--- config.mk ---
export PLATFORM = sky130hd
export DESIGN_NAME = waveform_comb
export DESIGN_NICKNAME = d
export VERILOG_FILES = /design/src/rtl/waveform_comb.sv
export SDC_FILE = /design/constraint.sdc
export NUM_CORES = 1
export LEC_CHECK = 0
export ABC_AREA = 1
export BUFFER_PORTS_ARGS = -buffer_cell sky130_fd_sc_hd__buf_2
export CAP_MARGIN = 30
export CORE_UTILIZATION = 47
export DETAILED_ROUTE_END_ITERATION = 7
export PLACE_DENSITY_LB_ADDON = 0.12
export SYNTH_ARGS = -nofsm -noshare
export SYNTH_HDL_FRONTEND = slang
export SYNTH_SLANG_ARGS = --single-unit
--- constraint.sdc ---
create_clock -name clk -period 2.3 [get_ports clk]
set_input_delay 0.23 -clock clk [delete_from_list [all_inputs] [get_ports clk]]
set_output_delay 0.23 -clock clk [all_outputs]
set_load 0.01 [all_outputs]
--- src/rtl/waveform_comb.sv ---
// waveform_comb: merges two oscillator voice sample streams into one 8-bit
// waveform. Single mode forwards voice 1. Multi mode pairs one sample from
// each voice and outputs their floored average.
//
// Output handshake: `ready` is a one-cycle valid strobe that accompanies each
// new `comb_waveform` value. There is no ready/backpressure input, so the
// consumer must take the value in the cycle `ready` is high. `comb_waveform`
// holds its value between strobes.
module waveform_comb (
  input  logic       clk,
  input  logic       n_rst,
  input  logic       multi,
  input  logic       done1,
  input  logic       done2,
  input  logic [7:0] sample1,
  input  logic [7:0] sample2,
  output logic       ready,
  output logic [7:0] comb_waveform
);

  logic       done1_q, done2_q, multi_q;
  logic       got1_q, got1_d, got2_q, got2_d;
  logic [7:0] hold1_q, hold1_d, hold2_q, hold2_d;
  logic [7:0] wave_q, wave_d;
  logic       ready_q, ready_d;

  logic       rise1, rise2, mode_chg;
  logic       have1, have2;
  logic [7:0] a, b;
  logic [8:0] sum;

  // Edge detection; a held `done` produces a single event.
  assign rise1    = done1 & ~done1_q;
  assign rise2    = done2 & ~done2_q;
  // A mode change discards any half-collected pair.
  assign mode_chg = multi ^ multi_q;

  // Pair state seen after this cycle's events (pending flags survive only
  // if the mode is stable).
  assign have1 = (got1_q & ~mode_chg) | rise1;
  assign have2 = (got2_q & ~mode_chg) | rise2;

  // Operands: a fresh sample this cycle wins over the held one.
  assign a   = rise1 ? sample1 : hold1_q;
  assign b   = rise2 ? sample2 : hold2_q;
  assign sum = {1'b0, a} + {1'b0, b};

  // Next-state logic for pairing, holding registers and the output value.
  always_comb begin
    got1_d  = 1'b0;
    got2_d  = 1'b0;
    hold1_d = hold1_q;
    hold2_d = hold2_q;
    wave_d  = wave_q;
    ready_d = 1'b0;
    if (!multi) begin
      // Voice 2 is ignored entirely in single mode.
      if (rise1) begin
        wave_d  = sample1;
        ready_d = 1'b1;
      end
    end else begin
      if (rise1) hold1_d = sample1;
      if (rise2) hold2_d = sample2;
      if (have1 && have2) begin
        wave_d  = sum[8:1];
        ready_d = 1'b1;
      end else begin
        got1_d = have1;
        got2_d = have2;
      end
    end
  end

  // State registers with asynchronous active-low reset.
  always_ff @(posedge clk or negedge n_rst) begin
    if (!n_rst) begin
      done1_q <= 1'b0;
      done2_q <= 1'b0;
      multi_q <= 1'b0;
      got1_q  <= 1'b0;
      got2_q  <= 1'b0;
      hold1_q <= 8'd0;
      hold2_q <= 8'd0;
      wave_q  <= 8'd0;
      ready_q <= 1'b0;
    end else begin
      done1_q <= done1;
      done2_q <= done2;
      multi_q <= multi;
      got1_q  <= got1_d;
      got2_q  <= got2_d;
      hold1_q <= hold1_d;
      hold2_q <= hold2_d;
      wave_q  <= wave_d;
      ready_q <= ready_d;
    end
  end

  assign ready         = ready_q;
  assign comb_waveform = wave_q;

endmodule

==> results of run 1 <==
metal layers:
layer	wire length, um	track usage, %
met1	1830	27.9
met2	1830	34.5
met3	169	6.34
met4	27	5.00
met5	0	0
power by group:
group          switching, mW  internal, mW
clock                  0.186         0.230
sequential            0.0369         0.611
combinational          0.326         0.205
total                  0.548          1.05
stage by stage:
stage | area (um2) | power (mW) | setup slack, ps
floorplan | 1840 | 1.04 | 220
global placement | 2020 | 1.18 | 191
detailed placement | 2020 | 1.19 | 165
CTS | 2110 | 1.61 | 155
global route | 2120 | 1.72 | 20.8
finish | 2120 | 1.60 | 224
synthesized netlist by cell type, types with 2 or more instances:
cell	n
nand3_1	19
nor2_2	3
nand2_4	4
clkbuf_1	5
nand2_1	75
nor2_1	16
a21oi_1	19
nand3_2	2
nand2_2	4
xor2_1	2
inv_2	3
o21ai_0	14
inv_1	30
a31oi_1	5
ha_1	6
dfrtp_1	30
o21ai_2	2
state kept, by name, indices dropped and copies added (netlist names):
register       cells
got2_q             1
ready              1
done1_q            1
got1_q             1
hold2_q            8
hold1_q            8
comb_waveform      8
multi_q            1
done2_q            1
timing repair:
item                                    4_1_cts  5_1_grt
setup buffers                                 0        0
endpoints found under the setup margin        0        4
hold buffers                                  0        0
gates resized for setup                       0        3
cells by family after synthesis:
kind of cell / after synthesis
xor+xnor: 3
simple gates: 125
buf+inv: 42
compound gates: 43
fa+ha+maj: 7
flops: 30
cell type report:
cell class                      instances  area [um2]  share of cell area (%)
Timing Repair Buffer                   32         168                    7.91
Inverter                               33         124                    5.84
Sequential cell                        30         751                    35.4
Multi-Input combinational cell        178         935                    44.1
Tap cell                               48        60.1                    2.83
Clock buffer                            6        82.6                    3.90
worst max path at each step:
stage / start / end / cells after the start
2_1_floorplan: done1_q / comb_waveform[5] / 15
3_5_place_dp: done1_q / comb_waveform[5] / 15
3_3_place_gp: done1_q / comb_waveform[5] / 15
6_report: done1_q / comb_waveform[5] / 17
5_1_grt: done1_q / comb_waveform[5] / 17
4_1_cts: done1_q / comb_waveform[5] / 15
worst max-delay path, stage by stage, from the launching register on:
cell,delay (ps)
dfrtp_1,370
inv_2,130
nand2_8,130
nand2_1,100
nand2_1,70
nand2_1,100
inv_1,60
fa_1,390
nand2_1,80
inv_1,50
nand3_2,80
nand2_2,60
nand2_1,80
nand2_1,50
nand2_1,50
nand3_1,70
nand2_1,70
nand2_1,40
==> impl_metrics.ini, run 1 <==
[synth]
synth_top_area_share_pct = 40.8
synthXorXnorAreaFrac_pct = 1.43
ys_ff_latch = 30
seq_area_frac_synth_pct = 40.8
syn-num-nets = 278
ys_types = 28
syn_area_per_cell_um2 = 7.37
synth.area.mux_share_pct = 0
synth_area_leaders = dfrtp_1, nand2_1, inv_1
async_flop_share_pct = 100
synth_simple_gate_area_share_pct = 30.6
synthFlopType = dfrtp_1
synth_fa_ha_area_share_pct = 5.16
synth_compound_area_share_pct = 12.8
synth_largest_area_cell = dfrtp_1
syn-cell-area_um2 = 1840
yosysWarningCount = 0
synth_cells = 250
synth-edff-count = 0
synth_top_family_by_area = simple AND/OR/NAND/NOR gates

[outcome]
outcome = complete, but fails checks
violations = negative hold slack

[final_layout]
drive_above_1_share_pct = 20.8
antenna_cells = 0
area_growth_pct = 15.1
nFillCells = 380
postLayoutCoreUtil_pct = 57.0
nets = 308
layout.cells.non_filler = 327
final_cell_mix = nand2_1, inv_1, dfrtp_1
mostFrequentLayoutCell = nand2_1

[routing]
drtAntennaViolNets = 0
post-route-drc-count = 0
wl_per_cell_um = 11.8
vias_per_cell = 4.98
routed-via-count = 1630
routed_wl_um = 3860
detail_route.iter0.violations = 95
drtPass1Iterations = 5

[sta]
hold_ws_ps = -13.7
fin_skew_ps = 3.49
rsz0062_at_grt = false
slew_violations = 0
setup_violations = 0
tns_ps = 0
finalCritPeriodShare_pct = 90.3
relSlewSlack_pct = 54.9
clock.fmax_ghz = 0.482
tightest_slew_ps = 677
hold_viol = 30
min_period_ps = 2080

[placed_design]
place_congestion = 0.838
dp.final_hpwl_um = 2890
numPlacedInstances = 321
portBuffers = 29

[setup_path]
end_kind = register
rr_startpoint = done1_q
rr_endpoint = comb_waveform[5]
cp_max_fo = 18
cp-start-kind = register
required_ps = 2470
rr_worst_depth = 17
worstPathArrival_ps = 2250
rrSetupSlack_ps = 220
worst-setup-path-type = register to register

[power]
p_per_area_nw_per_um2 = 753
leakage_nw = 1.16
irDropWorstVdd_uv = 409

[global_routing]
antenna_found_initial = 0
grt-ovfl-total = 0
grt_pass1_wl_um = 6670
grt_use_total_pct = 21.3
grt_max_degree = 31
grt_pass1_vias = 1441

[clocking]
htree_num_levels = 2
clock_path_buffers = 2
numClockSinks = 30
clk_pin_slew_ps = 60
cts-root-buf = clkbuf_8
tritoncts = yes
worstSkewPairLatency_ps = 280
cts_buffers = 5

[floorplan]
ios = 30
dieArea_um2 = 4170
core_um2 = 3720
die_width_um = 64.6
fp.dieH_um = 64.6
rows = 22
start_util_pct = 49.6

[hold_path]
min_path_type = input pin to async pin

[job]
drv_cap = 0
Note: power is estimated with default switching activity, not from simulation.
==> run 2: changes to the inputs <==
--- a/config.mk
+++ b/config.mk
@@ -10,7 +10,7 @@
 export CAP_MARGIN = 30
 export CORE_UTILIZATION = 47
 export DETAILED_ROUTE_END_ITERATION = 7
-export PLACE_DENSITY_LB_ADDON = 0.12
+export PLACE_DENSITY = 0.74
 export SYNTH_ARGS = -nofsm -noshare
 export SYNTH_HDL_FRONTEND = slang
 export SYNTH_SLANG_ARGS = --single-unit
==> run 2 against run 1 <==
Compared with the run above:
- the run still ends with negative hold slack left
- global-route usage increased by 0.25 points
- fmax decreased by 0.87%
- non-clock buffer count increased by 1
- clock power increased by 6.3%
- combinational power increased by 2%
- die area unchanged
- clock-buffer cell count increased by 1
- utilization increased by 0.54 points
- setup slack got worse by 18 ps
- final cell count increased by 0.92%
- clock skew increased by 3.0 ps
- critical path type unchanged
==> impl_metrics.ini, run 2 (same netlist as run 1, synthesis figures left out) <==
[outcome]
outcome = complete, but fails checks
violations = negative hold slack

[sta]
fin_skew_ps = 6.47
min_period_ps = 2090
relSlewSlack_pct = 54.6
hold_ws_ps = -19.8
tns_ps = 0
worst_slack_ps = 206
tightest_slew_ps = 681
slew_violations = 0
setup_violations = 0
hold_viol = 30
finalCritPeriodShare_pct = 91.1
clock.fmax_ghz = 0.477

[global_routing]
antenna_found_initial = 0
grt_max_degree = 34
grt_pass1_wl_um = 6730
grt_pass1_vias = 1522
grt_use_total_pct = 21.6
grt-ovfl-total = 0

[placed_design]
dp.final_hpwl_um = 2890
postPlaceCellArea_um2 = 2020
place_ws_ps = 160
place_congestion = 0.804
numPlacedInstances = 320
portBuffers = 29

[routing]
dr_wl_met2_um = 1930
detail_route.iter0.violations = 77
post-route-drc-count = 0
routed_wl_um = 3990
drtPass1Iterations = 5
wl_per_cell_um = 12.1
wl_met3_um = 221
maxUsedRoutingLayer = met4
vias_per_cell = 4.94
drtAntennaViolNets = 0
routed-via-count = 1631
wirelength_met1_um = 1800

[setup_path]
max_stage_delay_ps = 500
cp_common_cell = nand2_1
required_ps = 2470
worstPathArrival_ps = 2270
end_kind = register
critPathSlowestCell = fa_1
crit_chain = inv_2 > nand2_8 > nand2_1 > o21ai_0 > fa_1 > nand2_1 > inv_1 > nand3_2 > nand2_2 > nand2_1 > nand2_1 > nand2_1 > nand3_1 > nand2_1 > nand2_1
cp_max_fo = 18
cp-start-kind = register
worst-setup-path-type = register to register

[clocking]
cts_hold_buffers = 0
cts-root-buf = clkbuf_8
cts_buffers = 5
worstSkewPairLatency_ps = 280
tritoncts = yes
numClockSinks = 30
clock_path_buffers = 2
clk_pin_slew_ps = 70
htree_num_levels = 2

[job]
drv_cap = 0

[floorplan]
die_width_um = 64.6
fp.dieH_um = 64.6
start_util_pct = 49.6
rows = 22
dieArea_um2 = 4170
core_um2 = 3720
ios = 30

[final_layout]
final_cell_mix = nand2_1, inv_1, dfrtp_1
nets = 309
mostFrequentLayoutCell = nand2_1
postLayoutCoreUtil_pct = 57.6
drive_above_1_share_pct = 21.6
antenna_cells = 0
layout.cells.non_filler = 330
fin_area_um2 = 2140
area_growth_pct = 16.2

[hold_path]
min_path_type = input pin to async pin

[power]
irDropWorstVdd_uv = 401
p_per_area_nw_per_um2 = 763
power_mw = 1.63
leakage_nw = 1.17
==> run 2: cell types whose count changed in the layout (fill, tap and decap cells not counted), sizes merged <==
| cell | delta |
|---|---|
| clkbuf | +1 |
| buf | +1 |
| clkinv | +1 |
==> run 2: where the power goes <==
group	internal (mW)	switching (mW)	leakage (nW)
Sequential	0.611	0.0380	0.363
Clock	0.241	0.201	0.0482
Combinational	0.207	0.334	0.756
Total	1.06	0.573	1.17
==> run 2: metal layers <==
| layer | global-route usage (%) | vias to the layer above |
|---|---|---|
| met3 | 6.16 | 4 |
| met5 | 0 | - |
| li1 | - | 856 |
| met1 | 26.2 | 732 |
| met2 | 36.4 | 39 |
| met4 | 7.22 | 0 |
==> run 2: final cells by class <==
cell class	count	area [um2]
flip-flops and latches	30	751
multi-input cells	178	938
repair buffers	33	175
clock inverters	1	5.00
well taps	48	60.1
inverters	33	124
clock buffers	7	86.3
fillers	357	1580
==> run 2: worst max-delay path: cells and delay by family, from the launching register on <==
family / cells / cell delay, ps
flops: 1 / 380
fa+ha+maj: 1 / 500
buf+inv: 2 / 160
simple gates: 11 / 790
compound gates: 1 / 170
==> run 2: worst paths after layout <==
| check | start | end | slack (ps) | depth (start not counted) |
|---|---|---|---|---|
| hold reg to reg | comb_waveform[5] | comb_waveform[5] | 480 | 2 |
| max in group asynchronous | n_rst | hold1_q[6] | 1880 | 1 |
| setup reg to reg | done1_q | comb_waveform[5] | 210 | 15 |
| setup / recovery | done1_q | comb_waveform[5] | 210 | 15 |
| min in group clk | done2 | done2_q | 140 | 1 |
| hold / removal | n_rst | hold1_q[0] | -20 | 1 |
==> run 2: what timing repair did <==
item                                    CTS  global route
buffers inserted                          0             2
hold endpoints to repair                  0             0
endpoints found under the setup margin    0             2
resized for setup                         0             3
==> run 3: changes to the inputs <==
--- a/config.mk
+++ b/config.mk
@@ -10,7 +10,8 @@
 export CAP_MARGIN = 30
 export CORE_UTILIZATION = 47
 export DETAILED_ROUTE_END_ITERATION = 7
-export PLACE_DENSITY = 0.74
+export PLACE_DENSITY = 0.77
+export SETUP_SLACK_MARGIN = 0.15
 export SYNTH_ARGS = -nofsm -noshare
 export SYNTH_HDL_FRONTEND = slang
 export SYNTH_SLANG_ARGS = --single-unit
==> constraint.sdc (replaced) <==
create_clock -name clk -period 1.91 [get_ports clk]
set_input_delay 0.191 -clock clk [delete_from_list [all_inputs] [get_ports clk]]
set_output_delay 0.191 -clock clk [all_outputs]
set_load 0.01 [all_outputs]
==> run 3 against run 2 <==
Compared with the run above:
- the flow finishes with violations (negative setup slack)
- flip-flop and latch count unchanged
- first-iteration DRC count up 48%
- highest routed layer unchanged
- die area unchanged
- sequential share of layout area down 7.1 points
- clock skew about the same
- cell area up 25%
- fmax up 6.5%
- via count up 17%
==> impl_metrics.ini, run 3 (same netlist as run 1, synthesis figures left out) <==
[outcome]
outcome = complete, but fails checks
violations = negative setup slack

[hold_path]
hold-path-cell-count = 1
holdPathEnd = done1_q
min-delay-start = done1
min_path_type = input pin to register

[final_layout]
mostFrequentLayoutCell = nand2_1
fin_area_um2 = 2680
antenna_cells = 0
drive_above_1_share_pct = 42.2
postLayoutCoreUtil_pct = 72.1
nFillCells = 288
area_growth_pct = 45.4
final_cell_mix = nand2_1, buf_4, dfrtp_1
nets = 342

[global_routing]
grt_pass1_vias = 1865
grt_use_total_pct = 26.3
grt_pass1_wl_um = 8310
antenna_found_initial = 0
grt_max_degree = 31
grt-ovfl-total = 0

[floorplan]
ios = 30
core_um2 = 3720
dieArea_um2 = 4170
die_width_um = 64.6
rows = 22
start_util_pct = 49.6
fp.dieH_um = 64.6

[setup_path]
worstPathArrival_ps = 2190
rr_startpoint = done1_q
required_ps = 2130
rr_endpoint = comb_waveform[3]
rr_worst_depth = 15
cp_max_fo = 7
cp-start-kind = register
end_kind = register
worst-setup-path-type = register to register
rrSetupSlack_ps = -60

[sta]
setup_violations = 3
clock.fmax_ghz = 0.509
fin_skew_ps = 6.22
rsz0062_at_grt = true
finalCritPeriodShare_pct = 103
tightest_slew_ps = 670
hold_viol = 0
tns_ps = -128
min_period_ps = 1970
worst_slack_ps = -56.0
hold_ws_ps = 167
slew_violations = 0
relSlewSlack_pct = 55.3

[routing]
detail_route.iter0.violations = 114
routed_wl_um = 5070
routed-via-count = 1905
post-route-drc-count = 0
wl_per_cell_um = 14.0
vias_per_cell = 5.25
drtPass1Iterations = 4
drtAntennaViolNets = 0

[power]
irDropWorstVdd_uv = 646
power_mw = 2.32
leakage_nw = 1.36
p_per_area_nw_per_um2 = 864

[placed_design]
dp.final_hpwl_um = 3020
portBuffers = 29
place_congestion = 0.879
postPlaceCellArea_um2 = 2160

[clocking]
cts_buffers = 5
cts-root-buf = clkbuf_8
htree_num_levels = 2
tritoncts = yes
numClockSinks = 30
clk_pin_slew_ps = 70
worstSkewPairLatency_ps = 290
clock_path_buffers = 2

[job]
drv_cap = 0
## run 3: metal layers
layer / routed length (um) / track usage, % / up-vias
met3: 176 / 5.81 / 10
met5: 0 / 0 / -
met4: 99 / 5.83 / 0
met1: 2120 / 32.2 / 925
li1: - / - / 923
met2: 2670 / 46.8 / 47
## run 3: stage by stage
stage	std cells	setup slack, ps
2_1_floorplan	250	85.2
3_3_place_gp	333	-21.0
3_5_place_dp	333	-61.8
4_1_cts	358	35.9
5_1_grt	363	-160
6_report	363	-56.0
## run 3: worst max-delay path, cell delays in order (launching register included)
cell and delay [ps]:
dfrtp_1 400, inv_4 110, nand2_8 90, nand2_4 100, nand2_4 60, nand2_4 70, inv_2 40, fa_2 360
nand2_2 70, inv_2 30, nand3_2 70, nand2_2 80, buf_4 140, nand2_2 70, nand3_2 70, a21oi_2 130
## run 3: cell type report
type                    instances  area [um2]  area share, %
multi-input cells             179        1210           45.1
clock buffers                   6        82.6           3.08
well taps                      48        60.1           2.24
flip-flops and latches         30         751           28.0
repair buffers                 65         438           16.3
clock inverters                 2        12.5          0.467
inverters                      33         126           4.72
## run 3: worst max-delay path by stage
stage             from          endpoint  depth (start not counted)
6_report       done1_q  comb_waveform[3]                         15
5_1_grt        done1_q  comb_waveform[5]                         17
4_1_cts        done1_q  comb_waveform[5]                         14
3_5_place_dp   done2_q  comb_waveform[7]                         12
3_3_place_gp   done2_q  comb_waveform[7]                         12
2_1_floorplan  done1_q  comb_waveform[6]                         14
## run 3: power breakdown
group / internal, mW / leakage (nW) / switching [mW]
sequential: 0.736 / 0.363 / 0.0537
clock: 0.289 / 0.0472 / 0.246
combinational: 0.447 / 0.951 / 0.543
## run 3: timing repair
item / CTS / global route
buffers inserted: 15 / 5
hold endpoints to repair: 30 / 0
gates resized for setup: 30 / 18
pin swaps: 20 / 20
setup endpoints to repair: 7 / 7
hold buffers: 1 / 0
cloned: 1 / 0
